### src/rtl/stopwatch_ctrl.sv
// ---------------------------------------------------------------------------
// stopwatch_ctrl
//
// Control block for a minutes/seconds stopwatch. It turns three push buttons
// into start/stop, lap and clear actions. It generates the count tick and the
// counter clear for an external minutes/seconds counter. It also multiplexes
// four seven-segment digits, showing either the live counter value or a
// frozen lap snapshot.
//
// Parameters
//   PRESCALE   CLK cycles per count tick (>= 2)
//   SCAN_DIV   CLK cycles each digit stays lit (>= 2)
//
// Ports
//   CLK, RST                    clock, asynchronous active-high reset
//   BTN_SS, BTN_LAP, BTN_CLR    raw button levels (asynchronous)
//   M_TENS, M_ONES, S_TENS,
//   S_ONES                      live digits from the minutes/seconds counter
//   CNT_CLK                     one-cycle count pulse to the counter
//   CNT_RST                     counter clear (high during reset, then one
//                               cycle per accepted clear)
//   RUNNING, LAP_ACTIVE         status
//   DIG_SEL                     one-hot digit enable (bit 0 = seconds ones)
//   SEG                         segments a..g on bits 0..6, active-high
//   DP                          separator dot, lit with the minutes-ones digit
// ---------------------------------------------------------------------------
module stopwatch_ctrl #(
  parameter int PRESCALE = 1000,
  parameter int SCAN_DIV = 250
) (
  input  logic       CLK,
  input  logic       RST,
  input  logic       BTN_SS,
  input  logic       BTN_LAP,
  input  logic       BTN_CLR,
  input  logic [3:0] M_TENS,
  input  logic [3:0] M_ONES,
  input  logic [2:0] S_TENS,
  input  logic [3:0] S_ONES,
  output logic       CNT_CLK,
  output logic       CNT_RST,
  output logic       RUNNING,
  output logic       LAP_ACTIVE,
  output logic [3:0] DIG_SEL,
  output logic [6:0] SEG,
  output logic       DP
);

  localparam int PW = (PRESCALE > 1) ? $clog2(PRESCALE) : 1;
  localparam int SW = (SCAN_DIV > 1) ? $clog2(SCAN_DIV) : 1;
  localparam logic [PW-1:0] PRE_LAST  = PW'(PRESCALE - 1);
  localparam logic [SW-1:0] SCAN_LAST = SW'(SCAN_DIV - 1);

  typedef enum logic [1:0] {
    CLEARED = 2'd0,
    RUN     = 2'd1,
    PAUSED  = 2'd2
  } stateT;

  stateT state;
  stateT nextState;

  logic [2:0] btnSync1;
  logic [2:0] btnSync2;
  logic [2:0] btnHist;
  logic [2:0] btnEvt;
  logic       ssEvt;
  logic       lapEvt;
  logic       clrEvt;
  logic       clrAccepted;
  logic       keepRunning;

  logic [PW-1:0] prescaleCnt;
  logic [SW-1:0] scanCnt;
  logic [1:0]    digIdx;

  logic       lapActive;
  logic [3:0] lapMTens;
  logic [3:0] lapMOnes;
  logic [2:0] lapSTens;
  logic [3:0] lapSOnes;

  logic [3:0] shownMTens;
  logic [3:0] shownMOnes;
  logic [3:0] shownSTens;
  logic [3:0] shownSOnes;
  logic [3:0] digVal;
  logic [3:0] selNext;
  logic [6:0] segNext;
  logic       dpNext;

  // Seven-segment pattern for one BCD digit; codes above 9 stay dark.
  function automatic logic [6:0] sevenSeg(input logic [3:0] v);
    logic [6:0] s;
    case (v)
      4'd0:    s = 7'h3F;
      4'd1:    s = 7'h06;
      4'd2:    s = 7'h5B;
      4'd3:    s = 7'h4F;
      4'd4:    s = 7'h66;
      4'd5:    s = 7'h6D;
      4'd6:    s = 7'h7D;
      4'd7:    s = 7'h07;
      4'd8:    s = 7'h7F;
      4'd9:    s = 7'h6F;
      default: s = 7'h00;
    endcase
    return s;
  endfunction

  // Button front end. Each button goes through two flops to settle
  // metastability. A history flop remembers the previous settled level, so a
  // rising edge becomes a single-cycle event. The event itself is registered,
  // which keeps the FSM input a clean flop output. As a result, a press seen
  // at edge N reaches the FSM during the cycle after edge N+2.
  always_ff @(posedge CLK or posedge RST) begin
    if (RST) begin
      btnSync1 <= '0;
      btnSync2 <= '0;
      btnHist  <= '0;
      btnEvt   <= '0;
    end else begin
      btnSync1 <= {BTN_CLR, BTN_LAP, BTN_SS};
      btnSync2 <= btnSync1;
      btnHist  <= btnSync2;
      btnEvt   <= btnSync2 & ~btnHist;
    end
  end

  assign ssEvt  = btnEvt[0];
  assign lapEvt = btnEvt[1];
  assign clrEvt = btnEvt[2];

  // State register for the run/pause/clear machine.
  always_ff @(posedge CLK or posedge RST) begin
    if (RST) begin
      state <= CLEARED;
    end else begin
      state <= nextState;
    end
  end

  // Next-state logic. Clear wins over start/stop whenever it is allowed at
  // all (cleared or paused). While running, clear is ignored completely, so
  // a simultaneous start/stop is the only thing acted on. keepRunning marks
  // cycles that are running now and stay running. The prescaler only counts
  // in those cycles, which stops CNT_CLK from firing into a pause.
  always_comb begin
    nextState   = state;
    clrAccepted = 1'b0;
    case (state)
      CLEARED: begin
        if (clrEvt) begin
          clrAccepted = 1'b1;
        end else if (ssEvt) begin
          nextState = RUN;
        end
      end
      RUN: begin
        if (ssEvt) begin
          nextState = PAUSED;
        end
      end
      PAUSED: begin
        if (clrEvt) begin
          clrAccepted = 1'b1;
          nextState   = CLEARED;
        end else if (ssEvt) begin
          nextState = RUN;
        end
      end
      default: begin
        nextState = CLEARED;
      end
    endcase
    keepRunning = (state == RUN) && (nextState == RUN);
  end

  assign RUNNING = (state == RUN);

  // Counter clear. It stays high while reset is held, then drops on the
  // first edge after release. Afterwards it pulses once for each clear the
  // FSM accepted on the previous edge.
  always_ff @(posedge CLK or posedge RST) begin
    if (RST) begin
      CNT_RST <= 1'b1;
    end else begin
      CNT_RST <= clrAccepted;
    end
  end

  // Tick prescaler. It counts 0..PRESCALE-1 while running and holds its
  // phase across a pause, so resuming continues the partial tick. Going to
  // CLEARED zeroes it, so a fresh start waits a full PRESCALE cycles before
  // the first tick. The count pulse is registered on the wrap.
  always_ff @(posedge CLK or posedge RST) begin
    if (RST) begin
      prescaleCnt <= '0;
      CNT_CLK     <= 1'b0;
    end else begin
      CNT_CLK <= 1'b0;
      if (nextState == CLEARED) begin
        prescaleCnt <= '0;
      end else if (keepRunning) begin
        if (prescaleCnt == PRE_LAST) begin
          prescaleCnt <= '0;
          CNT_CLK     <= 1'b1;
        end else begin
          prescaleCnt <= prescaleCnt + PW'(1);
        end
      end
    end
  end

  // Lap capture. The first lap press while running freezes all four live
  // digits. The next lap press, running or paused, releases them. Clearing
  // always drops an active lap. In CLEARED the lap flag is already low, and
  // the snapshot needs RUN, so lap presses there do nothing.
  always_ff @(posedge CLK or posedge RST) begin
    if (RST) begin
      lapActive <= 1'b0;
      lapMTens  <= '0;
      lapMOnes  <= '0;
      lapSTens  <= '0;
      lapSOnes  <= '0;
    end else if (nextState == CLEARED) begin
      lapActive <= 1'b0;
    end else if (lapEvt) begin
      if (lapActive) begin
        lapActive <= 1'b0;
      end else if (state == RUN) begin
        lapActive <= 1'b1;
        lapMTens  <= M_TENS;
        lapMOnes  <= M_ONES;
        lapSTens  <= S_TENS;
        lapSOnes  <= S_ONES;
      end
    end
  end

  assign LAP_ACTIVE = lapActive;

  // Display scan timing. This runs freely, independent of the stopwatch
  // state: scanCnt sets how long each digit stays lit, and digIdx steps
  // through the four digits.
  always_ff @(posedge CLK or posedge RST) begin
    if (RST) begin
      scanCnt <= '0;
      digIdx  <= 2'd0;
    end else if (scanCnt == SCAN_LAST) begin
      scanCnt <= '0;
      digIdx  <= digIdx + 2'd1;
    end else begin
      scanCnt <= scanCnt + SW'(1);
    end
  end

  // Digit selection. Choose the lap or live source, pick the digit for the
  // current index, and decode it. A leading zero in the tens-of-minutes
  // position is blanked, but its enable still fires so the scan timing stays
  // uniform.
  always_comb begin
    shownMTens = lapActive ? lapMTens : M_TENS;
    shownMOnes = lapActive ? lapMOnes : M_ONES;
    shownSTens = {1'b0, (lapActive ? lapSTens : S_TENS)};
    shownSOnes = lapActive ? lapSOnes : S_ONES;
    digVal     = shownSOnes;
    selNext    = 4'b0001;
    dpNext     = 1'b0;
    case (digIdx)
      2'd0: begin
        selNext = 4'b0001;
        digVal  = shownSOnes;
      end
      2'd1: begin
        selNext = 4'b0010;
        digVal  = shownSTens;
      end
      2'd2: begin
        selNext = 4'b0100;
        digVal  = shownMOnes;
        dpNext  = 1'b1;
      end
      default: begin
        selNext = 4'b1000;
        digVal  = shownMTens;
      end
    endcase
    segNext = sevenSeg(digVal);
    if ((digIdx == 2'd3) && (digVal == 4'd0)) begin
      segNext = 7'h00;
    end
  end

  // Display output register. Enable, segments and dot all load on the same
  // edge, so the panel never shows one digit's pattern under another digit's
  // enable.
  always_ff @(posedge CLK or posedge RST) begin
    if (RST) begin
      DIG_SEL <= 4'b0001;
      SEG     <= 7'h00;
      DP      <= 1'b0;
    end else begin
      DIG_SEL <= selNext;
      SEG     <= segNext;
      DP      <= dpNext;
    end
  end

endmodule

### config.mk
export PLATFORM = sky130hd
export DESIGN_NAME = stopwatch_ctrl
export DESIGN_NICKNAME = d
export VERILOG_FILES = /design/src/rtl/stopwatch_ctrl.sv
export SDC_FILE = /design/constraint.sdc
export NUM_CORES = 1
export LEC_CHECK = 0
export CORE_UTILIZATION = 50
export CTS_BUF_LIST = sky130_fd_sc_hd__clkbuf_4
export DETAILED_ROUTE_END_ITERATION = 6
export DONT_BUFFER_PORTS = 1
export PLACE_DENSITY = 0.74
export SLEW_MARGIN = 30
export SYNTH_ARGS = -nofsm -noshare
export SYNTH_HDL_FRONTEND = slang
export SYNTH_SLANG_ARGS = --single-unit
### constraint.sdc
create_clock -name CLK -period 2.85 [get_ports CLK]
set_clock_uncertainty 0.15 [all_clocks]
set_input_delay 0.57 -clock CLK [delete_from_list [all_inputs] [get_ports CLK]]
set_output_delay 0.57 -clock CLK [all_outputs]
set_load 0.03 [all_outputs]
# Yosys cells after proc, flatten, opt, wreduce, memory -nomap -nowiden
# Memories as Yosys holds them, arrays and structs flattened.
# Index checks and enable logic that the tools add are counted.
# totals
out_inout_bits,16
memories,1
mem_bits_ro,112
inputBits,20
regBits,64
wordCells,70
# op_classes
n_bitwise,4
eq_ne,8
add_sub_neg,3
n_reduce_logical,10
mux,26
# memory_table
name,depth,width,read_ports,rd_ports_with_merged_regs,wr,line_no,rtl
(no name shown),16,7,1,0,0,95,case (v)
# op_table
cell,count
10-bit two-way mux,3
4-bit case mux with 3 select lines,2
4-bit two-way mux,3
10-bit by 1-bit adder with 10-bit output (second input constant),1
10-bit == test (second input constant),1
1-bit two-way mux,10
8-bit by 1-bit adder with 8-bit output (second input constant),1
8-bit == test (second input constant),1
2-bit two-way mux,4
8-bit two-way mux,1
7-bit two-way mux,1
2-bit by 1-bit == test with 1-bit output (second input constant),3
2-bit == test (second input constant),3
2-bit logical NOT,3
2-bit case mux with 3 select lines,1
4-bit logical NOT,1
4-bit AND reduction,1
2-bit nonzero test,2
3-bit AND,1
3-bit two-way mux,1
3-bit inverter,1
2-bit by 1-bit adder with 2-bit output (second input constant),1
1-bit logical AND,2
1-bit inverter,2
2-bit OR reduction,1

# Logic depth before layout (Yosys ltp)
# Gate-level depths: netlist (run 1).
# depth
depth_word,7
mapped_depth,10
mapped_depth_nobuf,10

# Worst setup path after synthesis (run 1)
# No wires, ideal clock.
# synth_path
path_kind,flip-flop to flip-flop
startpoint,register digIdx[0]
endpoint,register SEG[5]
setup_slack_ps,662
path_buffers,0
synth_period_minus_slack_ps,2188
arrival_time_ps,1955
required_time_ps,2617
setup_ps,83
stages_incl_launch_ff,10
cell_sequence,dfrtp_1 -> inv_1 -> ha_1 -> a22oi_1 -> nand3_1 -> nand3_1 -> ha_1 -> nand2b_1 -> mux2_2 -> o21ai_0
# synth_via
elab_chain_cells,5
word_cells_on_any_way,9
cone_classes,eq/ne: 3; mux: 2; reduce/logical: 3; memory: 1
# synth_lines
item,line_no,rtl
start: declaration,75,logic [1:0] digIdx;
start signal: assignment,252,digIdx <= digIdx + 2'd1;
branches (longest 4 deep; another with memory read 16 x 7 bit),-,
7-bit two-way mux (*),290,if ((digIdx == 2'd3) && (digVal == 4'd0)) begin
named net segNext[5],89,logic [6:0] segNext;
end signal: assignment,305,SEG <= segNext;
end: declaration,45,"output logic [6:0] SEG,"
# Mark *: on every way through the listed nets, which the timed path passes.
# A chain may end at the register's enable or synchronous reset.

# Final worst setup path (run 1)
# Ends and elaborated chain as after synthesis.

==> impl_metrics.ini, run 1 <==
[detailed_routing]
drt_wl_total_um = 5350
num_vias = 1937
remaining_drc_errors = 0
wl_per_cell_um = 15.1
drtPass1Iterations = 4
vias_per_cell = 5.46
drt_iter0_markers = 107
drtAntennaViolNets = 0

[floorplan]
rows = 27
dieArea_um2 = 6250
initial_utilization_pct = 52.9
die_w_um = 79.0
num_io_pins = 36
core_um2 = 5610
die_h_um = 79.0

[sta]
finalHoldViolations = 0
report.final.slew_viol_count = 0
rsz0062_at_grt = false
fin_crit_sh_pct = 90.5
worst_pin_slew_ns = 0.638
fin_crit_ns = 2.58
setup_viol = 0
max_freq_ghz = 0.388
finalSetupTns_ns = 0
slew_headroom_pct = 57.1

[global_routing]
grt_pass1_vias = 1930
antenna_found_initial = 0
grt_pass1_wl_um = 9190
grt_max_degree = 26
grt_remaining_overflow = 0
grt.total_usage_pct = 19.8

[clock_network]
cts_tree = yes
clk_pin_slew_ns = 0.11
post-cts-setup-buffers = 0
cts_resized = 0
clockBufferDepth = 2
root_buffer = clkbuf_4
numCtsBuffers = 9
cts_hold_buf = 1
clock_latency_ns = 0.41
htree_num_levels = 3
clock_sinks = 63

[final_layout]
layout.nets = 313
antennaDiodeCount = 0
fin_cells = 355
fill_cells = 466
multi_input_area_um2 = 1330
final-seq-area_um2 = 1580
drive_above_1_share_pct = 19.1
areaGrowthSynthToFinish_pct = 10.1

[synthesis]
syn-num-nets = 297
synth-edff-count = 0
synth_top_area_share_pct = 51.4
ys.flop_type = dfrtp_1
synth_common_cells = dfrtp_1, nand2_1, nor2_1
synth_seq_area_share_pct = 53.2
syn_area_um2 = 2970
synth.most_common_cell = dfrtp_1
ys_ff_latch = 63
synth_area_leader_cell = dfrtp_1
avgSynthCellArea_um2 = 11.3
ys_types = 50
ys_top_cells_by_area = dfrtp_1, ha_1, mux2_2
syn_inst = 262
async_flop_share_pct = 100
yosysWarnings = 0

[flow_run]
max_cap_viol_count = 0

[placement]
dp_hpwl_um = 3920
globalplace.congestion = 0.896
port_buffers = 0
dp_cells = 335

[critical_path]
rrSetupSlack_ns = 0.27
r2r-end = SEG[5]$_DFF_PP0_
crit_path_start_kind = flip-flop
arrival_ns = 2.74
cp-end-kind = flip-flop
r2r-start = digIdx[0]$_DFFE_PP0N_
worstPathRequired_ns = 3.01
crit_type = flip-flop to flip-flop
critPathMaxFanout = 8
rr_worst_depth = 9

[worst_hold_path]
hold_end = lapMTens[0]$_DFFE_PP0P_
min_from = M_TENS[0]
min_path_cells = 1
min_path_type = primary input to flip-flop

[pwr]
power_density_nw_per_um2 = 721
irDropWorstVdd_v = 0.000326
leakage_uw = 0.00143

[status]
status = completed
==> critical path: stages (launching register included) <==
cell and delay [ns]:
dfrtp_1 0.43, inv_1 0.12, ha_1 0.31, a22oi_1 0.23
nand3_1 0.11, nand3_1 0.25, ha_1 0.35, nand2b_1 0.09
mux2_2 0.26, o21ai_0 0.18
==> area by class of cell <==
cell class | count | share of cell area, %
Sequential cell | 63 | 48.3
Clock inverter | 6 | 2.60
Inverter | 7 | 0.804
Multi-Input combinational cell | 187 | 40.6
Timing Repair Buffer | 10 | 2.60
Tap cell | 72 | 2.76
Clock buffer | 10 | 2.30
==> cells by family (layout without fill, tap and decap cells) <==
logic type,count (synthesis),count (layout),share of synthesized area (%)
and+or+nand+nor,94,94,15.9
DFF,63,63,53.2
AOI/OAI and AO/OA,46,46,11.1
muxes,26,26,9.61
adders and majority gates,15,15,6.32
buffers and inverters,12,33,2.07
xor gates and xnor gates,6,6,1.77
==> registers in the layout, indices dropped and copies added (netlist names) <==
signal       count
DP               1
btnSync2         3
CNT_RST          1
prescaleCnt     10
SEG              7
state            2
btnSync1         3
btnHist          3
lapMOnes         4
lapSOnes         4
digIdx           2
CNT_CLK          1
btnEvt           3
DIG_SEL          3
lapMTens         4
LAP_ACTIVE       1
scanCnt          8
lapSTens         3
==> stage by stage <==
stage	utilization, %	power, uW	setup slack (ns)	cell area (um2)	hold WS [ns]
2_1_floorplan	-	1570	0.564	2970	0.181
3_3_place_gp	54.7	1660	0.505	3070	0.182
3_5_place_dp	54.7	1680	0.326	3070	0.187
4_1_cts	57.7	2370	0.292	3240	0.00147
5_1_grt	58.3	2490	0.0421	3270	0.134
6_report	58.3	2350	0.271	3270	0.154
==> worst max-delay path by stage <==
stage	startpoint	to	depth (start not counted)
6_report	digIdx[0]$_DFFE_PP0N_	SEG[5]$_DFF_PP0_	9
5_1_grt	digIdx[0]$_DFFE_PP0N_	SEG[5]$_DFF_PP0_	9
4_1_cts	digIdx[0]$_DFFE_PP0N_	SEG[5]$_DFF_PP0_	9
3_5_place_dp	digIdx[0]$_DFFE_PP0N_	SEG[5]$_DFF_PP0_	9
3_3_place_gp	digIdx[0]$_DFFE_PP0N_	SEG[5]$_DFF_PP0_	9
2_1_floorplan	RST	CNT_CLK$_DFF_PP0_	1
==> routing by layer <==
layer  track usage [%]  share of wire, %  vias to the layer above
li1                  -                 -                      961
met1              25.8                46                      917
met2              29.4                47                       46
met3              4.94               4.7                       13
met4              12.9               2.2                        0
met5                 0                 0                        -
==> power by group <==
part / leakage [uW] / internal (uW) / total, uW / switching [uW]
registers: 0.000789 / 1060 / 1220 / 164
logic: 0.000561 / 220 / 445 / 225
clock network: 0.0000840 / 363 / 688 / 326
==> layout by cell type (no fill, tap or decap), drive strengths merged, types with 2 or more instances in the layout <==
cell,instances
xnor2,3
and3,3
nand4,2
nand2b,2
and2b,2
a21o,3
nand3,15
buf,6
clkinv,3
nand2,28
clkbuf,10
inv,7
mux2i,9
a21oi,4
a22o,5
xor2,3
o21bai,2
mux2,17
bufinv,2
or2,3
o22ai,3
dfrtp,61
ha,15
nor2,20
and2,2
a31oi,2
o311ai,2
dlygate4sd3,4
nor2b,6
o21ai,14
a22oi,5
dfstp,2
nor3,7
(Power assumes the default switching activity.)
==> inputs of run 2 (changes only) <==
--- a/config.mk
+++ b/config.mk
@@ -5,8 +5,10 @@
 export SDC_FILE = /design/constraint.sdc
 export NUM_CORES = 1
 export LEC_CHECK = 0
+export CAP_MARGIN = 20
 export CORE_UTILIZATION = 50
 export CTS_BUF_LIST = sky130_fd_sc_hd__clkbuf_4
+export CTS_CLUSTER_DIAMETER = 200
 export DETAILED_ROUTE_END_ITERATION = 6
 export DONT_BUFFER_PORTS = 1
 export PLACE_DENSITY = 0.74
==> constraint.sdc (replaced) <==
create_clock -name CLK -period 3 [get_ports CLK]
set_clock_uncertainty 0.15 [all_clocks]
set_input_delay 0.6 -clock CLK [delete_from_list [all_inputs] [get_ports CLK]]
set_output_delay 0.6 -clock CLK [all_outputs]
set_load 0.03 [all_outputs]
==> run 2 against run 1 <==
  * Count of clock-buffer cells in the layout shrank 1
  * First-iteration DRC count grew 3.7%
  * Highest routed layer unchanged
  * Non-clock buffer count shrank 4
  * Largest power group unchanged
  * Final cell count shrank 1.1%
  * Global-route usage shrank 0.66 points
  * Via count grew 1.1%
  * Clock power shrank 3.9%
==> impl_metrics.ini, run 2 (synthesized netlist as in run 1, its figures left out) <==
[critical_path]
crit_path_start_kind = flip-flop
crit_type = flip-flop to flip-flop
critPathMaxFanout = 8
cp-end-kind = flip-flop
worstPathRequired_ns = 3.17
arrival_ns = 2.64
rr_worst_depth = 9

[pwr]
internal_power_uw = 1550
clkPwrFrac_pct = 29.6
leakage_uw = 0.00142
irDropWorstVdd_v = 0.000368
switching_share_pct = 30.7
switching_power_uw = 687
p_total_uw = 2240
power_density_nw_per_um2 = 692
combPwrFrac_pct = 18.7
seqPwrFrac_pct = 51.8

[global_routing]
antenna_found_initial = 0
grt_busiest_layer = met2
grt_remaining_overflow = 0
gr-usage-met3_pct = 5.17
grt_max_degree = 38
grt_util_met2_pct = 28.4
use_met1_pct = 25.0
grt_pass1_wl_um = 8940
grt_pass1_vias = 1892
grt.total_usage_pct = 19.2

[sta]
worst_pin_slew_ns = 0.755
setup_viol = 0
finalHoldViolations = 0
max_freq_ghz = 0.405
finalSetupTns_ns = 0
rsz0062_at_grt = false
slew_headroom_pct = 49.6
fin_crit_sh_pct = 82.3
fin_crit_ns = 2.47
report.final.slew_viol_count = 0

[detailed_routing]
remaining_drc_errors = 0
drtAntennaViolNets = 0
num_vias = 1959
wl_per_cell_um = 15.1
drt_wl_total_um = 5300
drtPass1Iterations = 4
drt_iter0_markers = 111
vias_per_cell = 5.58

[placement]
dp_hpwl_um = 3760
dp_cells = 335
port_buffers = 0
globalplace.congestion = 0.930

[clock_network]
numCtsBuffers = 9
clock_sinks = 63
post-cts-setup-buffers = 0
cts_tree = yes
cts_hold_buf = 0
root_buffer = clkbuf_4
clk_pin_slew_ns = 0.12
clockBufferDepth = 2
htree_num_levels = 3
cts_resized = 0
clock_latency_ns = 0.41

[floorplan]
core_um2 = 5610
die_h_um = 79.0
dieArea_um2 = 6250
num_io_pins = 36
initial_utilization_pct = 52.9
die_w_um = 79.0
rows = 27

[final_layout]
layout.nets = 309
antennaDiodeCount = 0
fill_cells = 478
final_common_cell = dfrtp_1
largest_register_ffs = 10
drive_above_1_share_pct = 19.7
final_cell_mix = dfrtp_1, nand2_1, nor2_1
max_flop_register = prescaleCnt
fin_cells = 351
areaGrowthSynthToFinish_pct = 8.94
reg.largest.list = prescaleCnt x10, scanCnt x8, SEG x7

[worst_hold_path]
min_path_type = primary input to async pin

[status]
status = completed

[flow_run]
max_cap_viol_count = 0
## run 2: worst max-delay path: stages, from the launching register on
cell and delay, ns:
dfrtp_1 0.43, inv_1 0.12, ha_1 0.32, a22oi_1 0.22
nand3_1 0.10, nand3_1 0.26, ha_1 0.34, nand2b_1 0.08
mux2_2 0.25, o21ai_0 0.13
## run 2: metal layers
metal	wire, um	part of all wire [%]
met2	2560	48
met1	2410	46
met3	219	4.1
met4	109	2.1
met5	0	0
## run 2: layout make-up
type	instances	area (um2)	share of cell area, %
repair buffers	6	45.0	1.39
well taps	72	90.1	2.79
flip-flops and latches	63	1580	48.8
inverters	7	26.3	0.813
multi-input cells	187	1330	41.1
clock inverters	7	97.6	3.02
clock buffers	9	67.6	2.09
## run 2: metrics by stage
stage	utilization, %	setup WS (ns)	hold slack (ns)	area (um2)
2_1_floorplan	-	0.684	0.181	2970
3_3_place_gp	54.7	0.663	0.182	3070
3_5_place_dp	54.7	0.555	0.186	3070
4_1_cts	57.7	0.523	0.0409	3230
5_1_grt	57.7	0.329	0.0163	3230
6_report	57.7	0.532	0.0457	3230
## run 2: final timing paths
kind,from,endpoint,slack [ns]
worst min-delay path,RST,state[1]$_DFF_PP0_,0.05
max in group asynchronous,RST,DIG_SEL[0]$_DFF_PP1_,1.86
min in group CLK,BTN_LAP,btnSync1[1]$_DFF_PP0_,0.07
worst max-delay path,digIdx[0]$_DFFE_PP0N_,SEG[5]$_DFF_PP0_,0.53
worst max register to register,digIdx[0]$_DFFE_PP0N_,SEG[5]$_DFF_PP0_,0.53
worst min register to register,btnSync1[2]$_DFF_PP0_,btnSync2[2]$_DFF_PP0_,0.21
## run 2: power groups by stage
stage / Sequential, uW / Combinational (uW) / Clock (uW)
2_1_floorplan: 1150 / 346 / 0
3_3_place_gp: 1170 / 403 / 0
3_5_place_dp: 1170 / 418 / 0
4_1_cts: 1160 / 419 / 678
5_1_grt: 1180 / 465 / 725
6_report: 1160 / 417 / 661
